[src/rtl/instruction_dispatcher_pkg.sv]
// Shared definitions for the instruction dispatcher: instruction format, class/opcode codes,
// controller states and the decoded-instruction record.
package instruction_dispatcher_pkg;

  localparam logic [1:0] CLS_ALU_REG = 2'b00;
  localparam logic [1:0] CLS_ALU_IMM = 2'b01;
  localparam logic [1:0] CLS_MEM     = 2'b10;
  localparam logic [1:0] CLS_CTRL    = 2'b11;

  localparam logic [3:0] OP_HALT = 4'd0;
  localparam logic [3:0] OP_JMP  = 4'd1;

  localparam int OPC_HI = 31, OPC_LO = 28;
  localparam int CLS_HI = 27, CLS_LO = 26;
  localparam int P1_HI  = 25, P1_LO  = 20;
  localparam int P2_HI  = 19, P2_LO  = 14;
  localparam int IMM_HI = 15, IMM_LO = 0;

  typedef enum logic [2:0] {
    ST_IDLE, ST_FETCH, ST_LATCH, ST_DISPATCH, ST_WAIT, ST_ADVANCE, ST_HALTED, ST_ERROR
  } state_t;

  typedef struct packed {
    logic [3:0]  opcode;
    logic [1:0]  cls;
    logic [5:0]  p1;
    logic [5:0]  p2;
    logic [15:0] imm;
  } decode_t;

  // p2 and imm overlap on bits 15:14; both views are kept.
  function automatic decode_t decode(input logic [31:0] w);
    decode_t d;
    d.opcode = w[OPC_HI:OPC_LO];
    d.cls    = w[CLS_HI:CLS_LO];
    d.p1     = w[P1_HI:P1_LO];
    d.p2     = w[P2_HI:P2_LO];
    d.imm    = w[IMM_HI:IMM_LO];
    return d;
  endfunction

endpackage

[src/rtl/dispatch_watchdog.sv]
// Stall watchdog: counts enabled cycles from a clear; expired flags the last allowed cycle.
module dispatch_watchdog #(
  parameter int TIMEOUT = 64
) (
  input  logic clock,
  input  logic reset,
  input  logic clear,
  input  logic enable,
  output logic expired
);
  localparam int CW = $clog2(TIMEOUT + 1);

  logic [CW-1:0] cnt;

  assign expired = enable && (cnt == CW'(TIMEOUT - 1));

  always_ff @(posedge clock) begin
    if (reset || clear) cnt <= '0;
    else if (enable && !expired) cnt <= cnt + 1'b1;
  end
endmodule

[src/rtl/instruction_dispatcher.sv]
// Fetch/decode/dispatch controller: launches one execution FSM per instruction and waits for its
// done pulse; JMP/HALT/NOP are handled here, and a watchdog catches FSMs that never finish.
module instruction_dispatcher
  import instruction_dispatcher_pkg::*;
#(
  parameter int PC_W    = 8,
  parameter int TIMEOUT = 64
) (
  input  logic            clock,
  input  logic            reset,
  input  logic            run,
  output logic [PC_W-1:0] instr_addr,
  input  logic [31:0]     instr_data,
  output logic [3:0]      opcode,
  output logic [5:0]      param1,
  output logic [5:0]      param2,
  output logic [15:0]     immediate,
  output logic            start_alu_reg,
  output logic            start_alu_imm,
  output logic            start_mem,
  input  logic            done_alu_reg,
  input  logic            done_alu_imm,
  input  logic            done_mem,
  output logic            halted,
  output logic            error,
  output logic [15:0]     retired
);
  state_t          state, next_state;
  logic [PC_W-1:0] pc;
  decode_t         dec;
  logic            done_sel, wd_expired, in_wait, is_jmp;
  logic [1:0]      fetched_cls;

  assign instr_addr  = pc;
  assign opcode      = dec.opcode;
  assign param1      = dec.p1;
  assign param2      = dec.p2;
  assign immediate   = dec.imm;
  assign in_wait     = (state == ST_WAIT);
  assign is_jmp      = (dec.cls == CLS_CTRL) && (dec.opcode == OP_JMP);
  assign fetched_cls = instr_data[CLS_HI:CLS_LO];

  dispatch_watchdog #(.TIMEOUT(TIMEOUT)) u_watchdog (
    .clock   (clock),
    .reset   (reset),
    .clear   (!in_wait),
    .enable  (in_wait),
    .expired (wd_expired)
  );

  // Only the launched FSM's done is honoured.
  always_comb begin
    done_sel = 1'b0;
    case (dec.cls)
      CLS_ALU_REG: done_sel = done_alu_reg;
      CLS_ALU_IMM: done_sel = done_alu_imm;
      CLS_MEM:     done_sel = done_mem;
      default:     done_sel = 1'b0;
    endcase
  end

  always_comb begin
    next_state = state;
    case (state)
      ST_IDLE:     if (run) next_state = ST_FETCH;
      ST_FETCH:    next_state = ST_LATCH;
      ST_LATCH:    next_state = ST_DISPATCH;
      ST_DISPATCH: begin
        if (dec.cls != CLS_CTRL)        next_state = ST_WAIT;
        else if (dec.opcode == OP_HALT) next_state = ST_HALTED;
        else                            next_state = ST_ADVANCE;
      end
      ST_WAIT: begin
        if (done_sel)        next_state = ST_ADVANCE;
        else if (wd_expired) next_state = ST_ERROR;
      end
      ST_ADVANCE:  next_state = run ? ST_FETCH : ST_IDLE;
      default:     next_state = state;
    endcase
  end

  always_ff @(posedge clock) begin
    if (reset) begin
      state         <= ST_IDLE;
      pc            <= '0;
      dec           <= '0;
      start_alu_reg <= 1'b0;
      start_alu_imm <= 1'b0;
      start_mem     <= 1'b0;
      halted        <= 1'b0;
      error         <= 1'b0;
      retired       <= '0;
    end else begin
      state <= next_state;
      // Pulses are decoded straight from ROM data so they line up with the DISPATCH cycle.
      start_alu_reg <= (state == ST_LATCH) && (fetched_cls == CLS_ALU_REG);
      start_alu_imm <= (state == ST_LATCH) && (fetched_cls == CLS_ALU_IMM);
      start_mem     <= (state == ST_LATCH) && (fetched_cls == CLS_MEM);
      halted        <= (next_state == ST_HALTED);
      error         <= (next_state == ST_ERROR);
      if (state == ST_LATCH) dec <= decode(instr_data);
      if (state == ST_ADVANCE) begin
        pc      <= is_jmp ? dec.imm[PC_W-1:0] : pc + 1'b1;
        retired <= retired + 16'd1;
      end
    end
  end
endmodule

[config.mk]
export PLATFORM = sky130hd
export DESIGN_NAME = instruction_dispatcher
export DESIGN_NICKNAME = d
export VERILOG_FILES = /design/src/rtl/instruction_dispatcher_pkg.sv /design/src/rtl/dispatch_watchdog.sv /design/src/rtl/instruction_dispatcher.sv
export SDC_FILE = /design/constraint.sdc
export NUM_CORES = 1
export LEC_CHECK = 0
export ABC_AREA = 1
export ABC_CLOCK_PERIOD_IN_PS = 1800
export CAP_MARGIN = 20
export CORE_ASPECT_RATIO = 1.25
export CORE_UTILIZATION = 45
export DETAILED_ROUTE_END_ITERATION = 16
export PLACE_DENSITY = 0.76
export SYNTH_ARGS = -nofsm -noshare
export SYNTH_HDL_FRONTEND = slang
export SYNTH_SLANG_ARGS = --single-unit
[constraint.sdc]
create_clock -name clock -period 1.8 [get_ports clock]
set_input_delay 0.18 -clock clock [delete_from_list [all_inputs] [get_ports clock]]
set_output_delay 0.18 -clock clock [all_outputs]
set_load 0.02 [all_outputs]
==> impl_summary.log, run 1 <==
[metrics] Synth Area in Simple Gates: 0.277
[metrics] required time reported for the critical path endpoint: 1620 ps
[metrics] count of pins on the block boundary: 99
[metrics] die boundary width: 79.9 um
[metrics] largest cells by area after synthesis: dfxtp_1 42%, nor2_1 9.2%, nand2_1 8.2%
[metrics] area share of fa/ha/maj cells after synthesis: 0.0110
[metrics] Setup Viol. Count Final: 0
[metrics] combined buffer and inverter count along the critical path: 1
[metrics] Fmax achieved: 0.616 GHz
[metrics] fraction of the yosys area taken by sequential cells: 0.416
[metrics] number of buffer cells added on primary ports: 98
[metrics] fraction of layout cells with a size suffix above 1: 0.0658
[metrics] number of different library cells in the post-synthesis netlist: 36
[metrics] die extent in y: 99.4 um
[metrics] CTS-repair resized insts: 0
[metrics] fraction of registers with async set or reset after synthesis: 0
[metrics] post-layout power: 3.63 mW
[metrics] worst hold path class: primary input to flip-flop
[metrics] clock buffer depth: 2
[metrics] kind of end point of the critical path: output port
[metrics] clock tree from TritonCTS: done
[metrics] Yosys warning total: 0
[metrics] worst hold slack: 410 ps
[metrics] number of antenna violations at the first check in global routing: 0
[metrics] number of cells in the finished layout apart from fillers: 639
[metrics] Clock H-tree levels: 3
[metrics] overall track demand over capacity in global routing: 0.205
[metrics] cell-by-cell listing of the critical path: clkdlybuf4s50_1
[metrics] type of element launching the critical path: flip-flop
[metrics] main combinational cell family by area after synthesis: simple AND/OR/NAND/NOR gates
[metrics] Leakage: 1.79 nW
[metrics] Post-Place Setup Slack: 221 ps
[metrics] Post-synth EDFFs: 0
[metrics] RSZ-0062 raised after global routing: false
[metrics] critical setup path kind: flip-flop to output port
[metrics] initial core utilization: 0.464
[metrics] Clock Root Buffer: clkbuf_8
[metrics] drt pass-1 iters: 4
[metrics] total length of routed wires: 7720 um
[metrics] GRT overflow: 0
[metrics] time the worst path needs with I/O delays and setup: 1620 ps
[metrics] post-synthesis instance total: 476
[metrics] wire length of the first global-routing pass: 12900 um
[metrics] maximum vdd ir drop: 538 uV
[metrics] crit path max-delay cell type: clkdlybuf4s50_1
[metrics] Core Area: 0.00736 mm2
[metrics] residual antenna-violating net count after detailed routing: 0
[metrics] fill cell total of the finished layout: 693
[metrics] Yosys top cell by area: dfxtp_1
[metrics] total of hold buffers inserted after clock tree synthesis: 0
[metrics] synthesis-stage register bit count: 71
[metrics] Worst-Skew Late Latency: 350 ps
[metrics] largest driver fanout on the critical path: 6
[metrics] Max-cap violations: 0
[metrics] largest net degree at the start of global routing: 42
[metrics] register ranked first by flip-flop count: retired
[metrics] worst rel slew slack: 0.558
[metrics] Syn Area/Cell: 7.18 um2
[metrics] Worst-path clk slew: 80 ps
[metrics] Tightest Pin Transition: 662 ps
[metrics] vias in the first global route: 2923
[metrics] clk sink count: 71
[metrics] Arr. time, crit path: 1440 ps
[metrics] DRC violations left: 0
[metrics] mean routed wirelength per cell: 12.1 um
[metrics] CP top delay family: buffers and inverters
[metrics] Placed Instance Area: 0.00423 mm2
[metrics] Cell Count Post-Placement: 623
[metrics] Top FF cell, synth: dfxtp_1
[metrics] most frequent cell after synthesis: nor2_1
[metrics] synthesized area: 0.00342 mm2
[metrics] detailed-placement wirelength estimate: 5720 um
[metrics] Syn Nets: 517
[metrics] via-per-instance ratio: 4.95
[metrics] Num CTS Buffers: 9
[metrics] die outline area: 0.00795 mm2
[metrics] num rows: 35
[metrics] post-CTS repair timing setup buffer count: 0
[metrics] fin. max-slew vios: 0
[metrics] post-route setup slack: 176 ps
[metrics] Util after Layout: 0.599
[metrics] summed negative setup slack over all endpoints: 0 ps
[metrics] number of antenna repair diodes: 0
[metrics] Total Nets Final: 583
[metrics] cell area after layout: 0.00441 mm2
[metrics] final estimated routing congestion in global placement: 0.841
[metrics] Yosys top cell area share: 0.416
[metrics] post-synthesis share of cell area spent on xor and xnor gates: 0.00769
[metrics] flip-flop count of the largest register after layout: 16
[metrics] worst-case clock skew: 11.4 ps
[metrics] vias post-DR: 3163
[metrics] power density over the cells: 823 mW/mm2
[metrics] Area Growth Syn to Fin: 29.1%
[metrics] iteration-0 DRC count of the detailed router: 145
[metrics] biggest cell delay along the critical path: 650 ps
[metrics] top cell types by occurrence after synthesis: 84 x nor2_1, 75 x nand2_1, 71 x dfxtp_1
[metrics] portion of netlist area occupied by mux cells: 0
[metrics] period utilisation layout: 0.902
[metrics] post-synthesis compound-gate area fraction: 0.137
[metrics] Fin. Hold Viols: 0
[metrics] result of the run: finished clean
kinds of logic after synthesis:
| kind of cell | after synthesis |
|---|---|
| fa+ha+maj | 3 |
| flops | 71 |
| compound gates | 91 |
| xor+xnor | 3 |
| simple gates | 208 |
| buf+inv | 100 |
final cells by class:
class / count / area, um2 / area share
multi-input combinational: 305 / 1480 / 0.336
sequential: 71 / 1420 / 0.322
timing repair buffer: 102 / 1010 / 0.229
inverter: 53 / 199 / 0.0451
clock buffer: 10 / 138 / 0.0312
tap: 92 / 115 / 0.0261
clock inverter: 6 / 45.0 / 0.0102
power by group:
group,leakage [nW],internal (mW),switching (mW)
combinational,1.12,0.320,0.382
clock,0.0966,0.545,0.634
sequential,0.576,1.68,0.0687
total,1.79,2.54,1.08
path summary, 6_finish.rpt:
kind                      from           endpoint  slack, ps  cells past startpoint
min             instr_data[31]          opcode[3]        410                      3
min reg2reg  u_watchdog.cnt[6]  u_watchdog.cnt[6]        450                      2
max reg2reg           state[2]              error        210                      6
max                 retired[2]         retired[2]        180                      1
metal layers:
metal | global-route usage | wire length, um
met4 | 0.0783 | 141
met1 | 0.245 | 3370
met3 | 0.0477 | 260
met5 | 0 | 0
met2 | 0.352 | 3950
cells in the final DEF (no fill, tap or decap), types with 2 or more instances in the layout:
master / netlist / layout
inv_1: 49 / 49
nand4_1: 5 / 5
nor3_2: 2 / 2
nand4_2: 2 / 2
nand2_1: 75 / 75
nand3b_1: 2 / 2
nor2_1: 84 / 84
o21ai_0: 41 / 41
nor3_1: 4 / 4
clkinv_4: 0 / 3
ha_1: 3 / 3
clkbuf_8: 0 / 10
clkinv_2: 0 / 2
nor2_2: 2 / 2
nand3_1: 24 / 24
o21ai_1: 12 / 12
inv_2: 4 / 4
dfxtp_1: 71 / 71
buf_4: 34 / 4
a21oi_1: 33 / 33
xor2_1: 2 / 2
clkdlybuf4s50_1: 0 / 98
Note: power is estimated with default switching activity, not from simulation.
==> run 2: changes to the inputs <==
- CORE_MARGIN: not set -> 2
==> impl_summary.log, run 2 (synthesized netlist as in run 1, its figures left out) <==
[metrics] Worst Hold Launch: instr_data[25]
[metrics] combined buffer and inverter count along the critical path: 1
[metrics] Fmax achieved: 0.619 GHz
[metrics] die extent in y: 101 um
[metrics] worst-case hold path end point: param1[5]
[metrics] number of antenna violations at the first check in global routing: 0
[metrics] fin. max-slew vios: 0
[metrics] Clock Root Buffer: clkbuf_8
[metrics] post-CTS repair timing setup buffer count: 0
[metrics] mean routed wirelength per cell: 12.6 um
[metrics] final estimated routing congestion in global placement: 0.812
[metrics] worst-case clock skew: 5.54 ps
[metrics] vias in the first global route: 3164
[metrics] CTS-repair resized insts: 0
[metrics] register ranked first by flip-flop count: retired
[metrics] power density over the cells: 824 mW/mm2
[metrics] detailed-placement wirelength estimate: 5790 um
[metrics] time the worst path needs with I/O delays and setup: 1610 ps
[metrics] Num CTS Buffers: 9
[metrics] Worst R2R Path Depth: 7
[metrics] Hold Crit Depth: 3
[metrics] die boundary width: 81.9 um
[metrics] die outline area: 0.00831 mm2
[metrics] Cell Count Post-Placement: 622
[metrics] Clock H-tree levels: 3
[metrics] Total Nets Final: 582
[metrics] CP top delay family: buffers and inverters
[metrics] vias post-DR: 3217
[metrics] reg2reg end: u_watchdog.cnt[3]
[metrics] period utilisation layout: 0.897
[metrics] number of antenna repair diodes: 0
[metrics] count of pins on the block boundary: 99
[metrics] residual antenna-violating net count after detailed routing: 0
[metrics] Arr. time, crit path: 1430 ps
[metrics] clock buffer depth: 2
[metrics] leading cell type in the layout, fill and taps excluded: clkdlybuf4s50_1
[metrics] Tightest Pin Transition: 675 ps
[metrics] Reg2Reg Setup Slack: 240 ps
[metrics] fraction of layout cells with a size suffix above 1: 0.0588
[metrics] number of buffer cells added on primary ports: 98
[metrics] worst rel slew slack: 0.549
[metrics] number of cells in the finished layout apart from fillers: 636
[metrics] Placed Instance Area: 0.00423 mm2
[metrics] Area Growth Syn to Fin: 29.2%
[metrics] cell-by-cell listing of the critical path: clkdlybuf4s50_1
[metrics] cell area after layout: 0.00441 mm2
[metrics] Leakage: 1.79 nW
[metrics] type of element launching the critical path: flip-flop
[metrics] worst hold path class: primary input to flip-flop
[metrics] largest driver fanout on the critical path: 6
[metrics] largest net degree at the start of global routing: 48
[metrics] crit path max-delay cell type: clkdlybuf4s50_1
[metrics] total length of routed wires: 8020 um
[metrics] clock tree from TritonCTS: done
[metrics] initial core utilization: 0.464
[metrics] kind of end point of the critical path: output port
[metrics] Worst-path clk slew: 70 ps
[metrics] via-per-instance ratio: 5.06
[metrics] drt pass-1 iters: 4
[metrics] Worst-Skew Late Latency: 340 ps
[metrics] maximum vdd ir drop: 498 uV
[metrics] Fin. Hold Viols: 0
[metrics] clk sink count: 71
[metrics] total of hold buffers inserted after clock tree synthesis: 0
[metrics] flip-flop count of the largest register after layout: 16
[metrics] summed negative setup slack over all endpoints: 0 ps
[metrics] Max-cap violations: 0
[metrics] overall track demand over capacity in global routing: 0.210
[metrics] Worst setup startpoint: retired[7]
[metrics] Setup Viol. Count Final: 0
[metrics] Core Area: 0.00736 mm2
[metrics] required time reported for the critical path endpoint: 1620 ps
[metrics] num rows: 35
[metrics] DRC violations left: 0
[metrics] GRT overflow: 0
[metrics] iteration-0 DRC count of the detailed router: 181
[metrics] critical setup path kind: flip-flop to output port
[metrics] result of the run: finished clean
[metrics] biggest cell delay along the critical path: 650 ps
[metrics] commonest cells after routing, fill and taps aside: 98 x clkdlybuf4s50_1, 84 x nor2_1, 75 x nand2_1
[metrics] reg-to-reg startpoint: u_watchdog.cnt[0]
[metrics] RSZ-0062 raised after global routing: false
[metrics] wire length of the first global-routing pass: 13800 um
run 2: changes by cell type in the layout (fill, tap and decap cells not counted), sizes merged:
| cell | before | now |
|---|---|---|
| buf | 4 | 3 |
| clkbuf | 10 | 14 |
| clkinv | 5 | 0 |
| inv | 54 | 53 |
run 2: metal layers:
metal | vias up | global-route usage | wire length (um)
li1 | 1630 | - | -
met1 | 1489 | 0.235 | 3330
met2 | 78 | 0.370 | 4160
met3 | 20 | 0.0490 | 305
met4 | 0 | 0.103 | 222
met5 | - | 0 | 0
run 2: cell type report:
| cell class | instances | area [um2] |
|---|---|---|
| Timing Repair Buffer | 101 | 1020 |
| Clock buffer | 14 | 183 |
| Inverter | 53 | 199 |
| Tap cell | 92 | 115 |
| Multi-Input combinational cell | 305 | 1480 |
| Sequential cell | 71 | 1420 |
| Fill cell | 704 | 2940 |
run 2: how the worst max path moves through the flow:
| stage | end | cells after the start |
|---|---|---|
| floorplan | retired[14] | 6 |
| global placement | u_watchdog.cnt[3] | 7 |
| detailed placement | u_watchdog.cnt[3] | 7 |
| CTS | retired[2] | 1 |
| global route | u_watchdog.cnt[3] | 7 |
| finish | retired[7] | 1 |
run 2: power by group:
part | internal, mW | switching [mW] | leakage (nW)
Clock | 0.637 | 0.539 | 0.0946
Sequential | 1.68 | 0.0695 | 0.576
Combinational | 0.322 | 0.388 | 1.12
Total | 2.64 | 0.997 | 1.79
run 2: per-stage QoR:
step | setup WS, ps | hold slack [ps] | power [mW] | utilization
2_1_floorplan | 391 | 251 | 2.28 | -
3_3_place_gp | 357 | 438 | 2.48 | 0.575
3_5_place_dp | 271 | 439 | 2.49 | 0.575
4_1_cts | 163 | 411 | 3.67 | 0.600
5_1_grt | 57.7 | 435 | 3.82 | 0.600
6_report | 185 | 424 | 3.64 | 0.600
==> run 3: changes to the inputs <==
- SYNTH_HIERARCHICAL: not set -> 1
==> impl_summary.log, run 3 <==
[metrics] worst rel slew slack: 0.721
[metrics] fraction of registers with async set or reset after synthesis: 0
[metrics] CP top delay family: buffers and inverters
[metrics] commonest cells after routing, fill and taps aside: 98 x clkdlybuf4s50_1, 92 x nand2_1, 92 x nor2_1
[metrics] maximum vdd ir drop: 600 uV
[metrics] reg-to-reg startpoint: state[2]
[metrics] die extent in y: 101 um
[metrics] Syn Area/Cell: 7.03 um2
[metrics] result of the run: finished clean
[metrics] number of antenna violations at the first check in global routing: 0
[metrics] Clock H-tree levels: 3
[metrics] worst-case hold path end point: param1[3]
[metrics] post-synthesis instance total: 487
[metrics] Fmax achieved: 0.615 GHz
[metrics] reg2reg end: halted
[metrics] Worst-Skew Late Latency: 350 ps
[metrics] initial core utilization: 0.465
[metrics] Tightest Pin Transition: 418 ps
[metrics] total length of routed wires: 8260 um
[metrics] CTS-repair resized insts: 0
[metrics] largest driver fanout on the critical path: 6
[metrics] DRC violations left: 0
[metrics] time the worst path needs with I/O delays and setup: 1620 ps
[metrics] GRT overflow: 0
[metrics] total of hold buffers inserted after clock tree synthesis: 0
[metrics] period utilisation layout: 0.903
[metrics] worst-case clock skew: 9.11 ps
[metrics] largest cells by area after synthesis: dfxtp_1 42%, nand2_1 10%, nor2_1 10%
[metrics] mean routed wirelength per cell: 12.6 um
[metrics] fill cell total of the finished layout: 673
[metrics] Clock Root Buffer: clkbuf_8
[metrics] clk sink count: 71
[metrics] RSZ-0062 raised after global routing: false
[metrics] final estimated routing congestion in global placement: 0.850
[metrics] synthesis-stage register bit count: 71
[metrics] overall track demand over capacity in global routing: 0.205
[metrics] Leakage: 1.72 nW
[metrics] fin. max-slew vios: 0
[metrics] wire length of the first global-routing pass: 13300 um
[metrics] die boundary width: 82.0 um
[metrics] number of buffer cells added on primary ports: 98
[metrics] Total Nets Final: 598
[metrics] Yosys warning total: 6
[metrics] Fin. Hold Viols: 0
[metrics] count of pins on the block boundary: 99
[metrics] worst hold path class: primary input to flip-flop
[metrics] vias in the first global route: 3114
[metrics] Yosys top cell by area: dfxtp_1
[metrics] worst hold slack: 416 ps
[metrics] Worst R2R Path Depth: 8
[metrics] leading cell type in the layout, fill and taps excluded: clkdlybuf4s50_1
[metrics] Setup Viol. Count Final: 0
[metrics] largest net degree at the start of global routing: 39
[metrics] clock buffer depth: 2
[metrics] Post-synth EDFFs: 0
[metrics] drt pass-1 iters: 4
[metrics] fraction of the yosys area taken by sequential cells: 0.415
[metrics] register ranked first by flip-flop count: retired
[metrics] post-CTS repair timing setup buffer count: 0
[metrics] power density over the cells: 825 mW/mm2
[metrics] number of different library cells in the post-synthesis netlist: 28
[metrics] Num CTS Buffers: 9
[metrics] crit path max-delay cell type: clkdlybuf4s50_1
[metrics] Worst Hold Launch: instr_data[23]
[metrics] flip-flop count of the largest register after layout: 16
[metrics] Top FF cell, synth: dfxtp_1
[metrics] Syn Nets: 528
[metrics] num rows: 35
[metrics] kind of end point of the critical path: output port
[metrics] Worst-path clk slew: 80 ps
[metrics] top cell types by occurrence after synthesis: 92 x nand2_1, 92 x nor2_1, 71 x dfxtp_1
[metrics] number of antenna repair diodes: 0
[metrics] Max-cap violations: 0
[metrics] type of element launching the critical path: flip-flop
[metrics] Arr. time, crit path: 1440 ps
[metrics] synthesized area: 0.00342 mm2
[metrics] cell-by-cell listing of the critical path: clkdlybuf4s50_1
[metrics] residual antenna-violating net count after detailed routing: 0
[metrics] Core Area: 0.00736 mm2
[metrics] die outline area: 0.00832 mm2
[metrics] iteration-0 DRC count of the detailed router: 112
[metrics] detailed-placement wirelength estimate: 6040 um
[metrics] Reg2Reg Setup Slack: 260 ps
[metrics] summed negative setup slack over all endpoints: 0 ps
[metrics] Yosys top cell area share: 0.415
[metrics] Hold Crit Depth: 3
[metrics] critical setup path kind: flip-flop to output port
[metrics] required time reported for the critical path endpoint: 1620 ps
[metrics] Area Growth Syn to Fin: 30.6%
[metrics] biggest cell delay along the critical path: 650 ps
[metrics] combined buffer and inverter count along the critical path: 1
[metrics] via-per-instance ratio: 5.02
[metrics] vias post-DR: 3284
[metrics] fraction of layout cells with a size suffix above 1: 0.0730
[metrics] clock tree from TritonCTS: done
==> run 3: where the power goes <==
part,switching [mW],internal (mW),total (mW)
clock network,0.597,0.670,1.27
registers,0.0649,1.67,1.74
logic,0.371,0.312,0.684
==> run 3: cells by family after synthesis <==
family / count (synthesis) / synth area share
AO/OA/AOI/OAI: 88 / 0.133
flip-flops: 71 / 0.415
adder cells (fa/ha/maj): 3 / 0.0110
buffers and inverters: 90 / 0.136
AND/OR/NAND/NOR: 235 / 0.305
==> run 3: worst max path at each step <==
stage / start / to / slack [ps] / depth (start not counted)
2_1_floorplan: state[2] / state[0] / 280 / 9
3_3_place_gp: opcode[3] / instr_addr[4] / 360 / 6
3_5_place_dp: state[2] / halted / 250 / 8
4_1_cts: retired[2] / retired[2] / 170 / 1
5_1_grt: state[2] / error / 60 / 9
6_report: retired[2] / retired[2] / 180 / 1
==> run 3: cell type report <==
cell class,count,area [um2],share of cell area
Clock buffer,10,138,0.0308
Clock inverter,6,60.1,0.0134
Inverter,44,165,0.0370
Multi-Input combinational cell,326,1540,0.344
Sequential cell,71,1420,0.318
Tap cell,92,115,0.0258
Timing Repair Buffer,105,1030,0.231
==> run 3: metrics by stage <==
step	setup WS, ps	cells	cell area [um2]	total power, mW	utilization
final	175	654	4470	3.69	0.607
after global routing	57.9	654	4470	3.86	0.607
after CTS	166	654	4470	3.73	0.607
after detailed placement	251	638	4270	2.46	0.580
after global placement	358	638	4270	2.44	0.580
after floorplan	276	487	3420	2.24	-
==> run 3: per-layer routing <==
metal | share of wire | vias up | global-route usage
li1 | - | 1675 | -
met1 | 0.41 | 1502 | 0.222
met2 | 0.51 | 92 | 0.364
met3 | 0.070 | 15 | 0.0642
met4 | 0.015 | 0 | 0.0846
met5 | 0 | - | 0
